==> src/rtl/demux_stream_1n_pkg.sv <==
// Shared constants and the parameter range check for the 1-to-N stream demux.
package demux_pkg;

  localparam int DEMUX_MAX_N = 16;
  localparam int DEMUX_MAX_W = 64;
  localparam int DROPCNT_W   = 8;

  // True when the channel count and data width are inside the supported range.
  function automatic bit demux_params_ok(input int n, input int w);
    return (n >= 2) && (n <= DEMUX_MAX_N) && (w >= 1) && (w <= DEMUX_MAX_W);
  endfunction

endpackage

==> src/rtl/demux_stream_1n_if.sv <==
// Stream bundle for the 1-to-N demux.
// The master side is the producer plus the N consumers. The slave side is the demux.
interface demux_stream_1n_if #(
  parameter int N = 4,
  parameter int W = 8
);
  localparam int SW = $clog2(N);

  logic           in_valid;
  logic           in_ready;
  logic [SW-1:0]  in_sel;
  logic [W-1:0]   in_data;
  logic [N-1:0]   out_valid;
  logic [N-1:0]   out_ready;
  logic [N*W-1:0] out_data;

  modport master (
    output in_valid, in_sel, in_data, out_ready,
    input  in_ready, out_valid, out_data
  );

  modport slave (
    input  in_valid, in_sel, in_data, out_ready,
    output in_ready, out_valid, out_data
  );
endinterface

==> src/rtl/demux_stream_1n_chan_reg.sv <==
// One output channel: a single data register plus its valid bit.
module demux_chan_reg #(
  parameter int W = 8
) (
  input  logic         clk,
  input  logic         rst_n,
  input  logic         load,
  input  logic [W-1:0] load_data,
  input  logic         drain,
  output logic         valid,
  output logic [W-1:0] data
);

  // A load wins over a drain so the same edge can hand a word out and take the next one.
  // Data is left untouched on drain; it only changes on a load.
  always_ff @(posedge clk) begin
    if (!rst_n) begin
      valid <= 1'b0;
      data  <= '0;
    end else if (load) begin
      valid <= 1'b1;
      data  <= load_data;
    end else if (drain) begin
      valid <= 1'b0;
    end
  end

endmodule

==> src/rtl/demux_stream_1n.sv <==
// 1-to-N stream demultiplexer with one holding register per output channel.
// Optional build macro DEMUX_DROPCNT_EN adds a saturating count of out-of-range selects.
module demux_stream_1n
  import demux_pkg::*;
#(
  parameter  int N  = 4,
  parameter  int W  = 8,
  localparam int SW = $clog2(N)
) (
  input  logic                 clk,
  input  logic                 rst_n,
  demux_stream_1n_if.slave     bus,
`ifdef DEMUX_DROPCNT_EN
  output logic [DROPCNT_W-1:0] drop_cnt,
`endif
  output logic                 busy
);

  if (!demux_params_ok(N, W)) begin : g_param_err
    $error("demux_stream_1n: N=%0d W=%0d outside supported range", N, W);
  end

  logic           sel_hit;
  logic           sel_ready;
  logic           ready_int;
  logic           xfer_in;
  logic [N-1:0]   load_vec;
  logic [N-1:0]   drain_vec;
  logic [N-1:0]   valid_vec;
  logic [N*W-1:0] data_vec;

  // Decode the select; the selected channel alone decides readiness (head-of-line),
  // and an out-of-range select is always accepted so it can be discarded.
  always_comb begin
    sel_hit   = 1'b0;
    sel_ready = 1'b1;
    load_vec  = '0;
    for (int k = 0; k < N; k++) begin
      if (bus.in_sel == SW'(k)) begin
        sel_hit   = 1'b1;
        sel_ready = ~valid_vec[k] | bus.out_ready[k];
      end
    end
    ready_int = sel_hit ? sel_ready : 1'b1;
    xfer_in   = bus.in_valid & ready_int;
    for (int k = 0; k < N; k++) begin
      load_vec[k] = xfer_in & (bus.in_sel == SW'(k));
    end
  end

  assign drain_vec     = valid_vec & bus.out_ready;
  assign bus.in_ready  = ready_int;
  assign bus.out_valid = valid_vec;
  assign bus.out_data  = data_vec;
  assign busy          = |valid_vec;

  for (genvar g = 0; g < N; g++) begin : g_chan
    demux_chan_reg #(.W(W)) u_chan (
      .clk       (clk),
      .rst_n     (rst_n),
      .load      (load_vec[g]),
      .load_data (bus.in_data),
      .drain     (drain_vec[g]),
      .valid     (valid_vec[g]),
      .data      (data_vec[g*W +: W])
    );
  end

`ifdef DEMUX_DROPCNT_EN
  // Count accepted words whose select names no channel; stick at all-ones.
  always_ff @(posedge clk) begin
    if (!rst_n) begin
      drop_cnt <= '0;
    end else if (xfer_in && !sel_hit && (drop_cnt != '1)) begin
      drop_cnt <= drop_cnt + 1'b1;
    end
  end
`endif

endmodule

==> src/flat_wrapper.sv <==
// flat-port wrapper written by rule: the top's interface ports become plain ports
module demux_stream_1n_flat import demux_pkg::*;
#(
  parameter  int N  = 4,
  parameter  int W  = 8,
  localparam int SW = $clog2(N)
)
  (clk, rst_n, busy, bus_in_valid, bus_in_sel, bus_in_data, bus_out_ready, bus_in_ready, bus_out_valid, bus_out_data);
  demux_stream_1n_if #(.N(N), .W(W)) bus_i ();
  input  logic clk;
  input  logic rst_n;
  output logic busy;
  input wire logic [$bits(bus_i.in_valid)-1:0] bus_in_valid;
  input wire logic [$bits(bus_i.in_sel)-1:0] bus_in_sel;
  input wire logic [$bits(bus_i.in_data)-1:0] bus_in_data;
  input wire logic [$bits(bus_i.out_ready)-1:0] bus_out_ready;
  output wire logic [$bits(bus_i.in_ready)-1:0] bus_in_ready;
  output wire logic [$bits(bus_i.out_valid)-1:0] bus_out_valid;
  output wire logic [$bits(bus_i.out_data)-1:0] bus_out_data;
  assign bus_i.in_valid = bus_in_valid;
  assign bus_i.in_sel = bus_in_sel;
  assign bus_i.in_data = bus_in_data;
  assign bus_i.out_ready = bus_out_ready;
  assign bus_in_ready = bus_i.in_ready;
  assign bus_out_valid = bus_i.out_valid;
  assign bus_out_data = bus_i.out_data;
  demux_stream_1n #(.N(N), .W(W)) u_core (.clk(clk), .rst_n(rst_n), .bus(bus_i), .busy(busy));
endmodule
==> config.mk <==
export PLATFORM = sky130hd
export DESIGN_NAME = demux_stream_1n_flat
export DESIGN_NICKNAME = d
export VERILOG_FILES = /design/src/rtl/demux_stream_1n_pkg.sv /design/src/rtl/demux_stream_1n_if.sv /design/src/rtl/demux_stream_1n_chan_reg.sv /design/src/rtl/demux_stream_1n.sv /design/src/flat_wrapper.sv
export SDC_FILE = /design/constraint.sdc
export NUM_CORES = 1
export LEC_CHECK = 0
export ABC_AREA = 1
export CORE_ASPECT_RATIO = 0.7
export CORE_MARGIN = 2
export CORE_UTILIZATION = 42
export CTS_CLUSTER_DIAMETER = 50
export CTS_CLUSTER_SIZE = 40
export DETAILED_ROUTE_END_ITERATION = 6
export GPL_ROUTABILITY_DRIVEN = 0
export PLACE_DENSITY = 0.75
export SETUP_SLACK_MARGIN = 0.05
export SLEW_MARGIN = 10
export SYNTH_ARGS = -nofsm -noshare
export SYNTH_HDL_FRONTEND = slang
export SYNTH_SLANG_ARGS = --single-unit
==> constraint.sdc <==
create_clock -name clk -period 1.4 [get_ports clk]
set_input_delay 0.35 -clock clk [delete_from_list [all_inputs] [get_ports clk]]
set_output_delay 0.35 -clock clk [all_outputs]
set_load 0.005 [all_outputs]
# [Yosys cells after proc, flatten, opt, wreduce, memory -nomap -nowiden]
# Index checks and enable logic that the tools add are counted.
[op_classes] muxes=17 reduce_logical=6 n_bitwise=14 eq_ne=3
[op_table] operator="$mux W1" n=17
[op_table] operator="$reduce_bool A2 Y1" n=4
[op_table] operator="$and A1 B1 Y1" n=5
[op_table] operator="$and A4 B4 Y4" n=1
[op_table] operator="$eq A2 B2 Y1 const B" n=2
[op_table] operator="$not A1 Y1" n=4
[op_table] operator="$or A1 B1 Y1" n=4
[op_table] operator="$reduce_or A4 Y1" n=1
[op_table] operator="$eq A2 B1 Y1 const B" n=1
[op_table] operator="$logic_not A2 Y1" n=1
[word_totals] wordCells=48 output_inout_bits=38 ff_bits=36

# [Logic depth before layout (Yosys ltp)]
[depth] ltp_word=10 depth_mapped=10 depth_no_buf=10

# [Modules after synthesis]
# From an unflattened synthesis, not the netlist that was laid out.
[unflattened] hier_cells=194 area_unflattened_um2=1387.6
[modules_own_cells] mod="demux_chan_reg" seq_area_each_um2=180.2 n_inst=4 area_per_inst_um2=304.0 cells_each=38
[modules_own_cells] mod="demux_stream_1n" seq_area_each_um2=0.0 n_inst=1 area_per_inst_um2=171.4 cells_each=42

# [Worst setup path before layout]
# OpenSTA, ideal clock, no wires.
[synth_path] kind="input-to-output" startpoint="in bus_in_sel[0]" endpoint="out bus_in_ready" slack_ps=-62 path_stages=6 arrival_time_ps=1112 n_path_buf=1 path_cell_list="nor2_2 nand2_1 nand2_1 inv_2 nand2_8 buf_6"
[synth_between] elab_chain_cells=6
[synth_rtl] item="start, declared" line_no="flat_wrapper.sv:14" text="input wire logic [$bits(bus_i.in_sel)-1:0] bus_in_sel;"
[synth_rtl] item="$logic_not A2 Y1" line_no="demux_stream_1n.sv:39" text="if (bus.in_sel == SW'(k)) begin"
[synth_rtl] item="$mux W1 (4 in a row)" line_no="demux_stream_1n.sv:39"
[synth_rtl] item="$mux W1 (*)" line_no="demux_stream_1n.sv:44" text="ready_int = sel_hit ? sel_ready : 1'b1;"
[synth_rtl] item="end, declared" line_no="flat_wrapper.sv:17" text="output wire logic [$bits(bus_i.in_ready)-1:0] bus_in_ready;"
# Every way passes the cells marked *; elsewhere a longest branch is shown, timed or not.

# [Worst setup path in the final report]
[layout_path] startpoint="reg u_core.g_chan[0].u_chan.valid" endpoint="out busy"
[layout_between] elab_chain_cells=1
[layout_rtl] item="start, declared" line_no="demux_stream_1n_chan_reg.sv:10" text="output logic valid,"
[layout_rtl] item="start signal, assigned" line_no="demux_stream_1n_chan_reg.sv:18" text="valid <= 1'b0;"
[layout_rtl] item="start signal, assigned" line_no="demux_stream_1n_chan_reg.sv:21" text="valid <= 1'b1;"
[layout_rtl] item="start signal, assigned" line_no="demux_stream_1n_chan_reg.sv:24" text="valid <= 1'b0;"
[layout_rtl] item="$reduce_or A4 Y1" line_no="demux_stream_1n.sv:55" text="assign busy = |valid_vec;"
[layout_rtl] item="end, declared" line_no="flat_wrapper.sv:12" text="output logic busy;"
# Every way passes these cells.

==> run summary <==
Cell with the most instances after synthesis: inv_1
GRT overflow: 0
Vias in the first global route: 1846
Top cells by area, synth: dfxtp_1, inv_1, nand2_1
Finished Cell Area: 0.002937 sq mm
Top cells by count, synth: inv_1, nand2_1, dfxtp_1, nand4_1, nor2_1
DR vias: 1980
Worst setup startpoint: u_core.g_chan[0].u_chan.valid$_SDFFE_PN0P_
Post-synth EDFFs: 0
ANT cells: 0
Endpoint, Worst Hold: u_core.g_chan[2].u_chan.valid$_SDFFE_PN0P_
Hold WS: 0.4867 ns
Row cnt: 20
Synth unique cells: 17
Die width: 83.93 um
Clock Tree Root: clkbuf_8
Hold WC Path Type: in2reg
Final Max Slew Viols: 0
Hold Buf Count CTS: 0
# setup viols final: 39
CTS Sinks: 36
H-tree depth: 2
Critical Path RT: 1.05 ns
Setup slack after layout: -0.2099 ns
Crit Path Max Fanout: 2
Period utilisation layout: 115.0%
Crit Path Class: reg2out
Min cycle time layout: 1.610 ns
Peak Freq: 0.6212 GHz
Power per Cell Area: 833.7 mW/mm^2
Syn Std Cell Area: 0.001878 sq mm
Final Skew: 0.009299 ns
Num CTS Buffers: 5
Final Core Density: 67.83%
RSZ-0062 raised after global routing: true
Initial Utilization: 43.38%
Multi-input gate area: 878.3 sq um
Synthesis warning total: 0
Clk buf depth: 2
Clk_lat worst skew: 0.30 ns
Placed inst area: 0.002585 sq mm
Syn Nets: 304
Die height: 59.95 um
Final WL: 5.421 mm
DRT antenna net count: 0
Hold violation total from the final report: 0
Hold Path Depth: 4
R2R Setup Slk: -0.14 ns
Reg2reg path depth: 12
Syn-to-layout area delta: 56.36%
Total of max-cap violations: 0
Slowest CP cell: or4_1
CP Capture Type: output pin
Cells after synthesis: 287
GRT Resource Usage Total: 22.14%
Core Footprint: 0.004329 sq mm
Failing checks: negative setup slack
Port Buf Inserts: 54
Drt first pass iters: 4
FF+latch area: 744.5 sq um
Worst-margin pin slew: 0.2298 ns
DR vias/cell: 4.703
Routed WL per cell: 12.88 um
Normalized max-slew margin: 84.66%
Share of cells above drive strength 1: 25.68%
RR Endpoint: u_core.g_chan[1].u_chan.data[3]$_SDFFE_PN0P_
Crit-path cells: or4_1, buf_2
Syn avg cell area: 6.544 sq um
Status: finished with violations
Crit path launch type: flop
1st-iter DRT viols: 116
Main flop type after synthesis: dfxtp_1
CTS tree: done
Number of synthesized register bits: 36
Initial antenna violation count: 0
Largest stage delay, worst path: 0.52 ns
Top Ports: 55
Leakage: 1.578 nW
Share of the synthesized area in the top cell type: 38.37%
Fillers: 378
Hold wc startpoint: bus_out_ready[2]
Synth area leader: dfxtp_1
Nets: 383
Top Family by Delay on Critical Path: simple AND/OR/NAND/NOR gates
Seq/Total Area, Yosys: 38.37%
FFs w/ async S/R, synth: 0%
Worst vdd ir: 0.4705 mV
Die area: 0.005031 sq mm
R2R Path Start: u_core.g_chan[2].u_chan.valid$_SDFFE_PN0P_
HPWL Detailed: 3.244 mm
CTS clk-pin slew, worst paths: 0.06 ns
# DRC: 0
Largest net degree at the start of global routing: 41
First-pass GRT wire length: 8.576 mm
CP arrival: 1.26 ns
Worst path bufs/invs: 1
## metrics by stage
step | cells | TNS, ns | total power [W] | setup WS [ns]
3_3_place_gp | 398 | -28.30 | 0.001627 | -0.8408
3_5_place_dp | 398 | -29.81 | 0.001638 | -0.8791
4_1_cts | 421 | -2.716 | 0.002420 | -0.2101
2_1_floorplan | 287 | 0 | 0.001393 | 0.03408
6_report | 421 | -2.959 | 0.002448 | -0.2099
5_1_grt | 421 | -6.006 | 0.002574 | -0.2404
## worst min-delay path: stages
cell           delay [ns]
dlygate4sd2_1        0.20
inv_1                0.06
nand2_4              0.07
a21oi_1              0.05
## where the power goes
group          internal [W]  switching, W  total (W)
combinational      0.000326      0.000315   0.000641
clock              0.000338      0.000365   0.000703
sequential          0.00108     0.0000257    0.00110
## worst max path at each step
stage / end / slack [ns] / cells after the start
2_1_floorplan: bus_in_ready / 0.03 / 7
3_3_place_gp: bus_in_ready / -0.84 / 8
3_5_place_dp: bus_in_ready / -0.88 / 8
4_1_cts: busy / -0.21 / 2
5_1_grt: busy / -0.24 / 2
6_report: busy / -0.21 / 2
## cells in the final DEF, fill, tap and decap left out
| cell type | Yosys | final |
|---|---|---|
| a21oi_1 | 3 | 1 |
| a21oi_2 | 0 | 2 |
| buf_12 | 0 | 5 |
| buf_16 | 0 | 1 |
| buf_2 | 1 | 3 |
| buf_4 | 4 | 18 |
| buf_6 | 3 | 3 |
| buf_8 | 0 | 1 |
| bufbuf_16 | 0 | 2 |
| clkbuf_1 | 3 | 1 |
| clkbuf_8 | 0 | 5 |
| clkdlybuf4s15_1 | 0 | 2 |
| clkdlybuf4s50_1 | 0 | 11 |
| clkinv_2 | 0 | 1 |
| dfxtp_1 | 36 | 17 |
| dfxtp_2 | 0 | 19 |
| dlygate4sd2_1 | 0 | 37 |
| inv_1 | 80 | 77 |
| inv_2 | 3 | 4 |
| inv_4 | 0 | 1 |
| inv_8 | 0 | 1 |
| nand2_1 | 77 | 62 |
| nand2_2 | 0 | 14 |
| nand2_4 | 0 | 1 |
| nand2_8 | 1 | 1 |
| nand3_4 | 4 | 8 |
| nand4_1 | 32 | 32 |
| nor2_1 | 32 | 31 |
| nor2_2 | 1 | 1 |
| nor2_4 | 2 | 3 |
| or4_1 | 1 | 1 |
## final cells by class
class                   count  area share, %
multi-input cells         157          29.91
repair buffers             83          28.80
flip-flops and latches     36          25.35
inverters                  83          10.95
clock buffers               6          2.471
well taps                  55          2.343
clock inverters             1         0.1704
## per-layer routing
metal	part of all wire, %	global-route usage (%)
met3	7.9	7.044
met1	43	27.05
met2	48	37.94
met4	1.1	7.143
met5	0	0
## logic make-up after synthesis
kind of cell / count (synthesis) / synth area share, %
compound gates: 3 / 0.7992
flops: 36 / 38.37
simple gates: 150 / 39.17
buf+inv: 98 / 21.65
## repair_timing
action / CTS / global route
gates cloned: 7 / 0
buffers inserted: 9 / 0
gates resized for setup: 89 / 20
hold endpoints to repair: 0 / 0
pin swaps: 11 / 9
setup endpoints to repair: 74 / 41
## state kept, by name, indices dropped and copies added, names as in the netlist
signal / flops
u_core.g_chan.u_chan.data: 32
u_core.g_chan.u_chan.valid: 4
No activity file was read; power rests on OpenSTA's default activity.
